## config.mk

```make
export PLATFORM = sky130hd
export DESIGN_NAME = mult_div_seq_flat
export DESIGN_NICKNAME = d
export VERILOG_FILES = /design/src/rtl/mult_div_seq_if.sv /design/src/rtl/mult_div_seq.sv /design/src/flat_wrapper.sv
export SDC_FILE = /design/constraint.sdc
export NUM_CORES = 1
export LEC_CHECK = 0
export BUFFER_PORTS_ARGS = -buffer_cell sky130_fd_sc_hd__clkbuf_2
export CORE_MARGIN = 5
export CORE_UTILIZATION = 50
export CTS_CLUSTER_DIAMETER = 120
export DETAILED_ROUTE_END_ITERATION = 10
export PLACE_DENSITY = 0.69
export SETUP_SLACK_MARGIN = 0.15
export SLEW_MARGIN = 20
export SYNTH_ARGS = -nofsm -noshare
export SYNTH_HDL_FRONTEND = slang
export SYNTH_SLANG_ARGS = --single-unit
```

## constraint.sdc

```tcl
create_clock -name clk -period 5.2 [get_ports clk]
set_input_delay 1.04 -clock clk [delete_from_list [all_inputs] [get_ports clk]]
set_output_delay 1.04 -clock clk [all_outputs]
set_load 0.1 [all_outputs]
```

## src/rtl/mult_div_seq_if.sv

```systemverilog
// Handshake/result bundle between the CPU control unit and the MULT/DIV sequencer.
// master = control unit side, slave = sequencer side.
interface mult_div_seq_if;
    logic        start;
    logic        op;
    logic [31:0] a_in;
    logic [31:0] b_in;
    logic        busy;
    logic        done;
    logic [31:0] hi_out;
    logic [31:0] lo_out;
    logic        div_zero;

    modport master (
        output start, op, a_in, b_in,
        input  busy, done, hi_out, lo_out, div_zero
    );

    modport slave (
        input  start, op, a_in, b_in,
        output busy, done, hi_out, lo_out, div_zero
    );
endinterface

```

## src/rtl/mult_div_seq.sv

```systemverilog
// 32-bit signed MULT (shift-add) / DIV (restoring) sequencer writing HI/LO in 33 cycles.
// Define MULTDIV_DIV_ZERO_EXC_EN for a 1-cycle divide-by-zero completion with div_zero pulse.
module mult_div_seq (
    input  logic          clk,
    input  logic          reset,
    mult_div_seq_if.slave bus
);

    typedef enum logic [1:0] {S_IDLE, S_MULT, S_DIV, S_FIX} state_t;

    state_t      r_state;
    state_t      w_next;

    logic        r_op;
    logic        r_sign_a;
    logic        r_sign_b;
    logic        r_dz;
    // r_opa: multiplicand, or dividend shifting out while quotient shifts in.
    // r_opb: multiplier shifting right, or fixed divisor.
    logic [31:0] r_opa;
    logic [31:0] r_opb;
    logic [63:0] r_acc;
    logic [5:0]  r_cnt;
    logic [31:0] r_hi;
    logic [31:0] r_lo;
    logic        r_done;

    logic        w_start_ok;
    logic        w_b_zero;
    logic        w_last;
    logic [31:0] w_abs_a;
    logic [31:0] w_abs_b;
    logic [32:0] w_madd;
    logic [31:0] w_shifted;
    logic        w_ge;
    logic [31:0] w_diff;
    logic [31:0] w_rem_next;
    logic [63:0] w_prod;
    logic [31:0] w_quo;
    logic [31:0] w_rem;
    logic        w_busy;
    logic        w_fix;
    logic        w_fix_wr;

    assign w_start_ok = (r_state == S_IDLE) && bus.start;
    assign w_last     = (r_cnt == 6'd31);
    assign w_abs_a    = bus.a_in[31] ? (~bus.a_in + 32'd1) : bus.a_in;
    assign w_abs_b    = bus.b_in[31] ? (~bus.b_in + 32'd1) : bus.b_in;

`ifdef MULTDIV_DIV_ZERO_EXC_EN
    assign w_b_zero = bus.op && (bus.b_in == '0);
`else
    assign w_b_zero = 1'b0;
`endif

    // Multiply step: add into the upper half keeping the carry for the right shift.
    assign w_madd = {1'b0, r_acc[63:32]} + {1'b0, (r_opb[0] ? r_opa : 32'd0)};

    // Divide step: the 33-bit shifted remainder is compared, the difference fits 32 bits.
    assign w_shifted  = {r_acc[62:32], r_opa[31]};
    assign w_ge       = {r_acc[63:32], r_opa[31]} >= {1'b0, r_opb};
    assign w_diff     = w_shifted - r_opb;
    assign w_rem_next = w_ge ? w_diff : w_shifted;

    assign w_prod = (r_sign_a ^ r_sign_b) ? (~r_acc + 64'd1) : r_acc;
    assign w_quo  = (r_sign_a ^ r_sign_b) ? (~r_opa + 32'd1) : r_opa;
    assign w_rem  = r_sign_a ? (~r_acc[63:32] + 32'd1) : r_acc[63:32];

    always_ff @(posedge clk or negedge reset) begin
        if (!reset) begin
            r_state <= S_IDLE;
        end else begin
            r_state <= w_next;
        end
    end

    always_comb begin
        w_next = r_state;
        unique case (r_state)
            S_IDLE: begin
                if (w_start_ok) begin
                    if (w_b_zero)    w_next = S_FIX;
                    else if (bus.op) w_next = S_DIV;
                    else             w_next = S_MULT;
                end
            end
            S_MULT:  if (w_last) w_next = S_FIX;
            S_DIV:   if (w_last) w_next = S_FIX;
            S_FIX:   w_next = S_IDLE;
            default: w_next = S_IDLE;
        endcase
    end

    always_comb begin
        w_busy   = (r_state != S_IDLE);
        w_fix    = (r_state == S_FIX);
        w_fix_wr = w_fix && !r_dz;
    end

    always_ff @(posedge clk or negedge reset) begin
        if (!reset) begin
            r_op     <= 1'b0;
            r_sign_a <= 1'b0;
            r_sign_b <= 1'b0;
            r_dz     <= 1'b0;
            r_opa    <= '0;
            r_opb    <= '0;
            r_acc    <= '0;
            r_cnt    <= '0;
            r_hi     <= '0;
            r_lo     <= '0;
            r_done   <= 1'b0;
        end else begin
            r_done <= w_fix;
            unique case (r_state)
                S_IDLE: begin
                    if (w_start_ok) begin
                        r_op     <= bus.op;
                        r_sign_a <= bus.a_in[31];
                        r_sign_b <= bus.b_in[31];
                        r_dz     <= w_b_zero;
                        r_opa    <= w_abs_a;
                        r_opb    <= w_abs_b;
                        r_acc    <= '0;
                        r_cnt    <= '0;
                    end
                end
                S_MULT: begin
                    r_acc <= {w_madd, r_acc[31:1]};
                    r_opb <= {1'b0, r_opb[31:1]};
                    r_cnt <= r_cnt + 6'd1;
                end
                S_DIV: begin
                    r_acc[63:32] <= w_rem_next;
                    r_opa        <= {r_opa[30:0], w_ge};
                    r_cnt        <= r_cnt + 6'd1;
                end
                S_FIX: begin
                    if (w_fix_wr) begin
                        if (r_op) begin
                            r_hi <= w_rem;
                            r_lo <= w_quo;
                        end else begin
                            r_hi <= w_prod[63:32];
                            r_lo <= w_prod[31:0];
                        end
                    end
                end
                default: ;
            endcase
        end
    end

`ifdef MULTDIV_DIV_ZERO_EXC_EN
    logic r_div_zero;

    always_ff @(posedge clk or negedge reset) begin
        if (!reset) begin
            r_div_zero <= 1'b0;
        end else begin
            r_div_zero <= w_fix && r_dz;
        end
    end

    assign bus.div_zero = r_div_zero;
`else
    assign bus.div_zero = 1'b0;
`endif

    assign bus.busy   = w_busy;
    assign bus.done   = r_done;
    assign bus.hi_out = r_hi;
    assign bus.lo_out = r_lo;

endmodule

```

## src/flat_wrapper.sv

```systemverilog
// flat-port wrapper written by rule: the top's interface ports become plain ports
module mult_div_seq_flat 
  (clk, reset, bus_start, bus_op, bus_a_in, bus_b_in, bus_busy, bus_done, bus_hi_out, bus_lo_out, bus_div_zero);
  mult_div_seq_if bus_i ();
  input  logic clk;
  input  logic reset;
  input wire logic [$bits(bus_i.start)-1:0] bus_start;
  input wire logic [$bits(bus_i.op)-1:0] bus_op;
  input wire logic [$bits(bus_i.a_in)-1:0] bus_a_in;
  input wire logic [$bits(bus_i.b_in)-1:0] bus_b_in;
  output wire logic [$bits(bus_i.busy)-1:0] bus_busy;
  output wire logic [$bits(bus_i.done)-1:0] bus_done;
  output wire logic [$bits(bus_i.hi_out)-1:0] bus_hi_out;
  output wire logic [$bits(bus_i.lo_out)-1:0] bus_lo_out;
  output wire logic [$bits(bus_i.div_zero)-1:0] bus_div_zero;
  assign bus_i.start = bus_start;
  assign bus_i.op = bus_op;
  assign bus_i.a_in = bus_a_in;
  assign bus_i.b_in = bus_b_in;
  assign bus_busy = bus_i.busy;
  assign bus_done = bus_i.done;
  assign bus_hi_out = bus_i.hi_out;
  assign bus_lo_out = bus_i.lo_out;
  assign bus_div_zero = bus_i.div_zero;
  mult_div_seq u_core (.clk(clk), .reset(reset), .bus(bus_i));
endmodule
```

Word level (Yosys, flattened, before mapping)

Index checks and enable logic that the tools add are counted.
W data, S select, Z words.

Register bits after elaboration: 204
ROM bits: 0
Output and inout port bits: 67
Input bits: 68
Bits in writable memories: 0
Bits in latches: 0
Memories: 0
Word-level logic and storage cells: 69

Eq/ne operators: 6
Div/mod/pow operators: 0
Add/sub/neg operators: 8
Bitwise gates (word level): 6
Reductions and logical operators: 14
Shift operators: 0
Multiply operators: 0
Mux-type cells: 22
$lt $le $gt $ge: 1

Operator list:

| kind                    | number |
|---|---|
| $mux W32                | 10 |
| $pmux W32 S2            | 3 |
| $add A32 B1 Y32 const B | 4 |
| $mux W64                | 2 |
| $not A32 Y32            | 4 |
| $pmux W32 S3            | 1 |
| $add A64 B1 Y64 const B | 1 |
| $not A64 Y64            | 1 |
| $add A32 B32 Y33        | 1 |
| $ge A33 B32 Y1          | 1 |
| $sub A32 B32 Y32        | 1 |
| $pmux W6 S2             | 1 |
| $reduce_and A2 Y1       | 6 |
| $reduce_bool A2 Y1      | 4 |
| $add A6 B1 Y6 const B   | 1 |
| $eq A6 B5 Y1 const B    | 1 |
| $mux W2                 | 3 |
| $mux W6                 | 1 |
| $pmux W2 S3             | 1 |
| $eq A2 B2 Y1 const B    | 2 |
| $ne A2 B1 Y1 const B    | 2 |
| $reduce_bool A3 Y1      | 1 |
| $eq A2 B1 Y1 const B    | 1 |
| $logic_not A2 Y1        | 1 |
| other kinds (3)         | 3 |

Logic depth before layout (Yosys ltp)

Word-level depth: 5
Gate-level depth with buffers: 14

Worst setup path before layout

OpenSTA, ideal clock, no wires.

Kind: input to register
Start point: in bus_b_in[8]
End point: reg u_core.r_opb[29]
Arrival time: 3.336 ns
Stages on the path: 9
Path buffers: 0
Library setup time: 0.087 ns
Path slack: 1.777 ns
Required time: 5.113 ns
Cell sequence: or4_1 or3_1 or3_4 or3_4 o31ai_4 a21boi_2 xnor2_1 nand2_1 a22oi_1

Longest elaborated chain between the ends: 5

Ends and longest elaborated chain:

| element                | RTL line            | RTL |
|---|---|---|
| start: declaration     | flat_wrapper.sv:10  | `input wire logic [$bits(bus_i.b_in)-1:0] bus_b_in;` |
| $not A32 Y32           | mult_div_seq.sv:48  | `assign w_abs_b = bus.b_in[31] ? (~bus.b_in + 32'd1) : bus.b_in;` |
| $add A32 B1 Y32        | mult_div_seq.sv:48  |  |
| $mux W32               | mult_div_seq.sv:48  |  |
| $mux W32               | mult_div_seq.sv:117 | `if (w_start_ok) begin` |
| $pmux W32 S2           | mult_div_seq.sv:115 | `unique case (r_state)` |
| end signal: assignment | mult_div_seq.sv:123 | `r_opb <= w_abs_b;` |
| end signal: assignment | mult_div_seq.sv:130 | `r_opb <= {1'b0, r_opb[31:1]};` |
| end: declaration       | mult_div_seq.sv:21  | `logic [31:0] r_opb;` |

Every way passes these cells. The select of a mux whose other input is x is not followed.
A chain may end at the register's enable or synchronous reset.

Worst setup path in the final report

Start point: reg u_core.r_opb[0]
End point: reg u_core.r_acc[58]

Longest elaborated chain between the ends: 3
Elaborated cells between the ends (all ways): 6
Those cells by class: add/sub (2); order compare (1); mux (3)

Ends and longest elaborated chain:

| element                                        | RTL line                               | RTL |
|---|---|---|
| $sub A32 B32 Y32, or another cell as far along | mult_div_seq.sv:62                     | `assign w_diff = w_shifted - r_opb;` |
| $mux W32 or $add A32 B32 Y33 (tied branches)   | mult_div_seq.sv:63, mult_div_seq.sv:57 |  |
| $pmux W32 S3 *                                 | mult_div_seq.sv:115                    |  |
| end signal: assignment                         | mult_div_seq.sv:129                    | `r_acc <= {w_madd, r_acc[31:1]};` |
| end signal: assignment                         | mult_div_seq.sv:134                    | `r_acc[63:32] <= w_rem_next;` |
| end: declaration                               | mult_div_seq.sv:22                     | `logic [63:0] r_acc;` |

Mark *: on every way between the ends. The rest lies on a longest branch, timed or not.

==> results by group <==
Floorplanning
  – Core Region: 31600 µm²
  – # rows: 65
  – DIE AREA: 35900 µm²
  – I/O Pins: 135
  – Die width: 189 µm
  – Die H: 189 µm
  – Initial core utilization: 50.9%

CTS
  – Clk slew on worst S/H paths: 70 ps
  – Setup repair bufs after CTS: 0
  – Bufs on Longest Clock Path: 3
  – Clock Tree Root: clkbuf_16
  – H-tree Lvls: 1
  – Clk sinks: 204
  – PostCTS Resize Cnt: 0
  – CTS tree: yes
  – Worst-Skew Late Latency: 540 ps
  – Cts hold-fix bufs: 0
  – CTS Buf Count: 25

Synth
  – Post-synthesis sequential area ratio: 31.7%
  – Most used DFF post-synth: dfrtp_1
  – Largest family of logic cells by synthesized area: compound AO/OA/AOI/OAI gates
  – Mapped Nets: 2099
  – Yosys Warn Count: 0
  – Synth Area in Compound Gates: 23.2%
  – Asr flop ratio synth: 100%
  – Synth Register Bits: 204
  – Synthesized area: 16100 µm²
  – Mux contribution to synthesized area: 4.91%
  – Post-synth EDFFs: 0
  – XOR/XNOR Fraction of Synth Area: 10.8%
  – Adder-cell share of the synthesized area: 6.08%
  – Count of different cell masters after synthesis: 87
  – Synthesized area per cell: 8.24 µm²
  – Gate Count Post-Synth: 1954
  – Simple-Gate Fraction of Synth Area: 18.4%

Timing
  – Setup TNS: 0 ps
  – Max transition margin: 29.8%
  – Hold Vio Cnt, Final: 0
  – Fraction of the cycle the final worst path needs: 81.2%
  – RSZ-0062 raised after global routing: false
  – Slew of the pin with the lowest slew margin: 1050 ps
  – Final Setup Violations: 0
  – Worst Skew: 17.2 ps
  – FMAX: 237 MHz
  – Worst hold slack: 490 ps
  – Slew Viols, Final: 0
  – Min cycle time layout: 4220 ps

Drt
  – Wire length on met2: 21900 µm
  – Drt total wl: 47900 µm
  – ANT nets after route: 0
  – DR WL/cell: 19.6 µm
  – Iteration count of the initial detailed-routing pass: 6
  – DR top layer: met4
  – Met1 wire length: 21300 µm
  – Via count: 15000
  – DRC viols: 0
  – Via density: 6.12
  – Met3 WL: 3600 µm
  – Initial detailed-routing violation count: 1416

Cells and area
  – Diode count: 0
  – Non-Filler Instances: 2449
  – Most frequent cells in the layout: 206 x nand2_1, 203 x dfrtp_1, 202 x o21ai_0
  – FF+latch area: 5110 µm²
  – Fill count: 2954
  – Area of the multi-input gates: 10300 µm²
  – P&R area growth vs syn: 11.9%
  – Commonest non-fill, non-tap cell in the layout: nand2_1
  – Share of cells above drive strength 1: 13.4%
  – Final-stage net count: 2175

Place
  – Final HPWL DP: 35900 µm
  – Dpl cells: 2405
  – RD Place Congestion: 0.966
  – Number of port buffers: 133

Critical path
  – Data arrival time of the worst path: 4630 ps
  – Crit path max fanout: 34
  – WP data required: 5610 ps
  – Critical path launch point type: register
  – WS Path Type: register to register
  – Endpoint type of the worst setup path: register
  – RR Startpoint: u_core.r_opb[0]$_DFFE_PN0P_
  – Crit. Startpoint: u_core.r_opb[0]$_DFFE_PN0P_

GRT
  – Total track usage: 25.9%
  – Vias in the first global route: 14100
  – Pin count of the biggest net entering global routing: 84
  – First-pass GRT wire length: 76400 µm
  – Initial antenna violation count: 0
  – Grt ovf: 0

Run status
  – Status: finished, final reports clean

Run
  – Max-cap violations: 0

Hold path
  – Worst hold path startpoint: u_core.r_acc[25]$_DFFE_PN0P_
  – Class of the worst hold path: register to register
final cells by class:
type	instances	share of cell area, %
clock inverter	14	1.14
clock buffer	30	3.80
sequential	204	28.3
inverter	90	1.88
multi-input combinational	1548	57.1
tap	402	2.79
timing repair buffer	161	4.98
state kept, by name, indices dropped and copies added, names as in the netlist:
name / cells
u_core.bus.done: 1
u_core.bus.hi_out: 32
u_core.bus.lo_out: 32
u_core.r_acc: 64
u_core.r_cnt: 6
u_core.r_op: 1
u_core.r_opa: 32
u_core.r_opb: 32
u_core.r_sign_a: 1
u_core.r_sign_b: 1
u_core.r_state: 2
path summary, 6_finish.rpt:
kind,endpoint,slack [ps],cells past startpoint
min in group asynchronous,u_core.bus.hi_out[12]$_DFFE_PN0P_,530,1
worst min register to register,u_core.r_acc[24]$_DFFE_PN0P_,490,1
worst max register to register,u_core.r_acc[58]$_DFFE_PN0P_,980,11
max in group asynchronous,u_core.r_cnt[4]$_DFFE_PN0P_,3520,2
worst min-delay path,u_core.r_acc[24]$_DFFE_PN0P_,490,1
worst max-delay path,u_core.r_acc[58]$_DFFE_PN0P_,980,11
through the flow:
| step | area (µm²) | worst slack, ps | utilization, % |
|---|---|---|---|
| after floorplan | 16100 | 1780 | - |
| after global routing | 18000 | 710 | 56.9 |
| final | 18000 | 979 | 56.9 |
| after CTS | 18000 | 1070 | 56.9 |
| after detailed placement | 17100 | 1100 | 54.1 |
| after global placement | 17100 | 1250 | 54.1 |
cell usage after synthesis (6+ instances only):
| cell type | n | area (µm²) |
|---|---|---|
| a21oi_1 | 136 | 681 |
| o21a_1 | 12 | 90.1 |
| xor2_1 | 101 | 885 |
| o221ai_1 | 11 | 96.3 |
| nor2b_1 | 8 | 50.1 |
| o21ai_1 | 12 | 60.1 |
| nand3b_1 | 6 | 45.0 |
| a211oi_1 | 8 | 60.1 |
| ha_1 | 75 | 938 |
| nor3_1 | 29 | 145 |
| a21o_1 | 29 | 218 |
| mux2_2 | 30 | 338 |
| a311oi_1 | 6 | 52.6 |
| o21ai_0 | 203 | 1020 |
| inv_1 | 89 | 334 |
| o211ai_1 | 30 | 225 |
| and2_1 | 33 | 206 |
| nor3b_1 | 6 | 45.0 |
| nand2b_1 | 20 | 125 |
| a22o_1 | 28 | 245 |
| o41ai_1 | 11 | 96.3 |
| nor2_1 | 148 | 556 |
| nand4_1 | 15 | 93.8 |
| or3_1 | 26 | 163 |
| nor4_1 | 16 | 100 |
| dfrtp_1 | 204 | 5100 |
| mux2i_1 | 43 | 430 |
| clkbuf_1 | 89 | 334 |
| and3_1 | 7 | 43.8 |
| buf_1 | 13 | 48.8 |
| a31oi_1 | 16 | 100 |
| xnor2_1 | 97 | 850 |
| a22oi_1 | 14 | 105 |
| nand3_1 | 38 | 190 |
| or4_1 | 13 | 97.6 |
| o31ai_1 | 34 | 255 |
| nand2_1 | 206 | 773 |
metal layers:
metal / global-route usage [%] / up-vias
met5: 0 / -
met4: 5.62 / 0
met3: 3.41 / 74
met2: 42.4 / 533
met1: 36.8 / 7240
li1: - / 7138
logic make-up (layout without fill, tap and decap cells):
kind of cell               after synthesis  in the layout
DFF                                    204            204
muxes                                   74             74
xor gates and xnor gates               198            198
buffers and inverters                  202            295
AOI/OAI and AO/OA                      596            596
adders and majority gates               77             77
other                                    1              1
and+or+nand+nor                        602            602
worst max-delay path: stages (launching register included):
cell       delay (ps)
dfrtp_1           710
ha_1              410
nand2b_1          190
a2111oi_2         410
o211ai_1          200
a211oi_1          440
o21a_1            250
nand4b_4          210
and2_1            400
buf_4             460
mux2i_1           240
o221ai_1          130
Power is left out: the tool's default activity adds up to more than one toggle a clock period on the data nets, which glitch-free logic cannot reach.
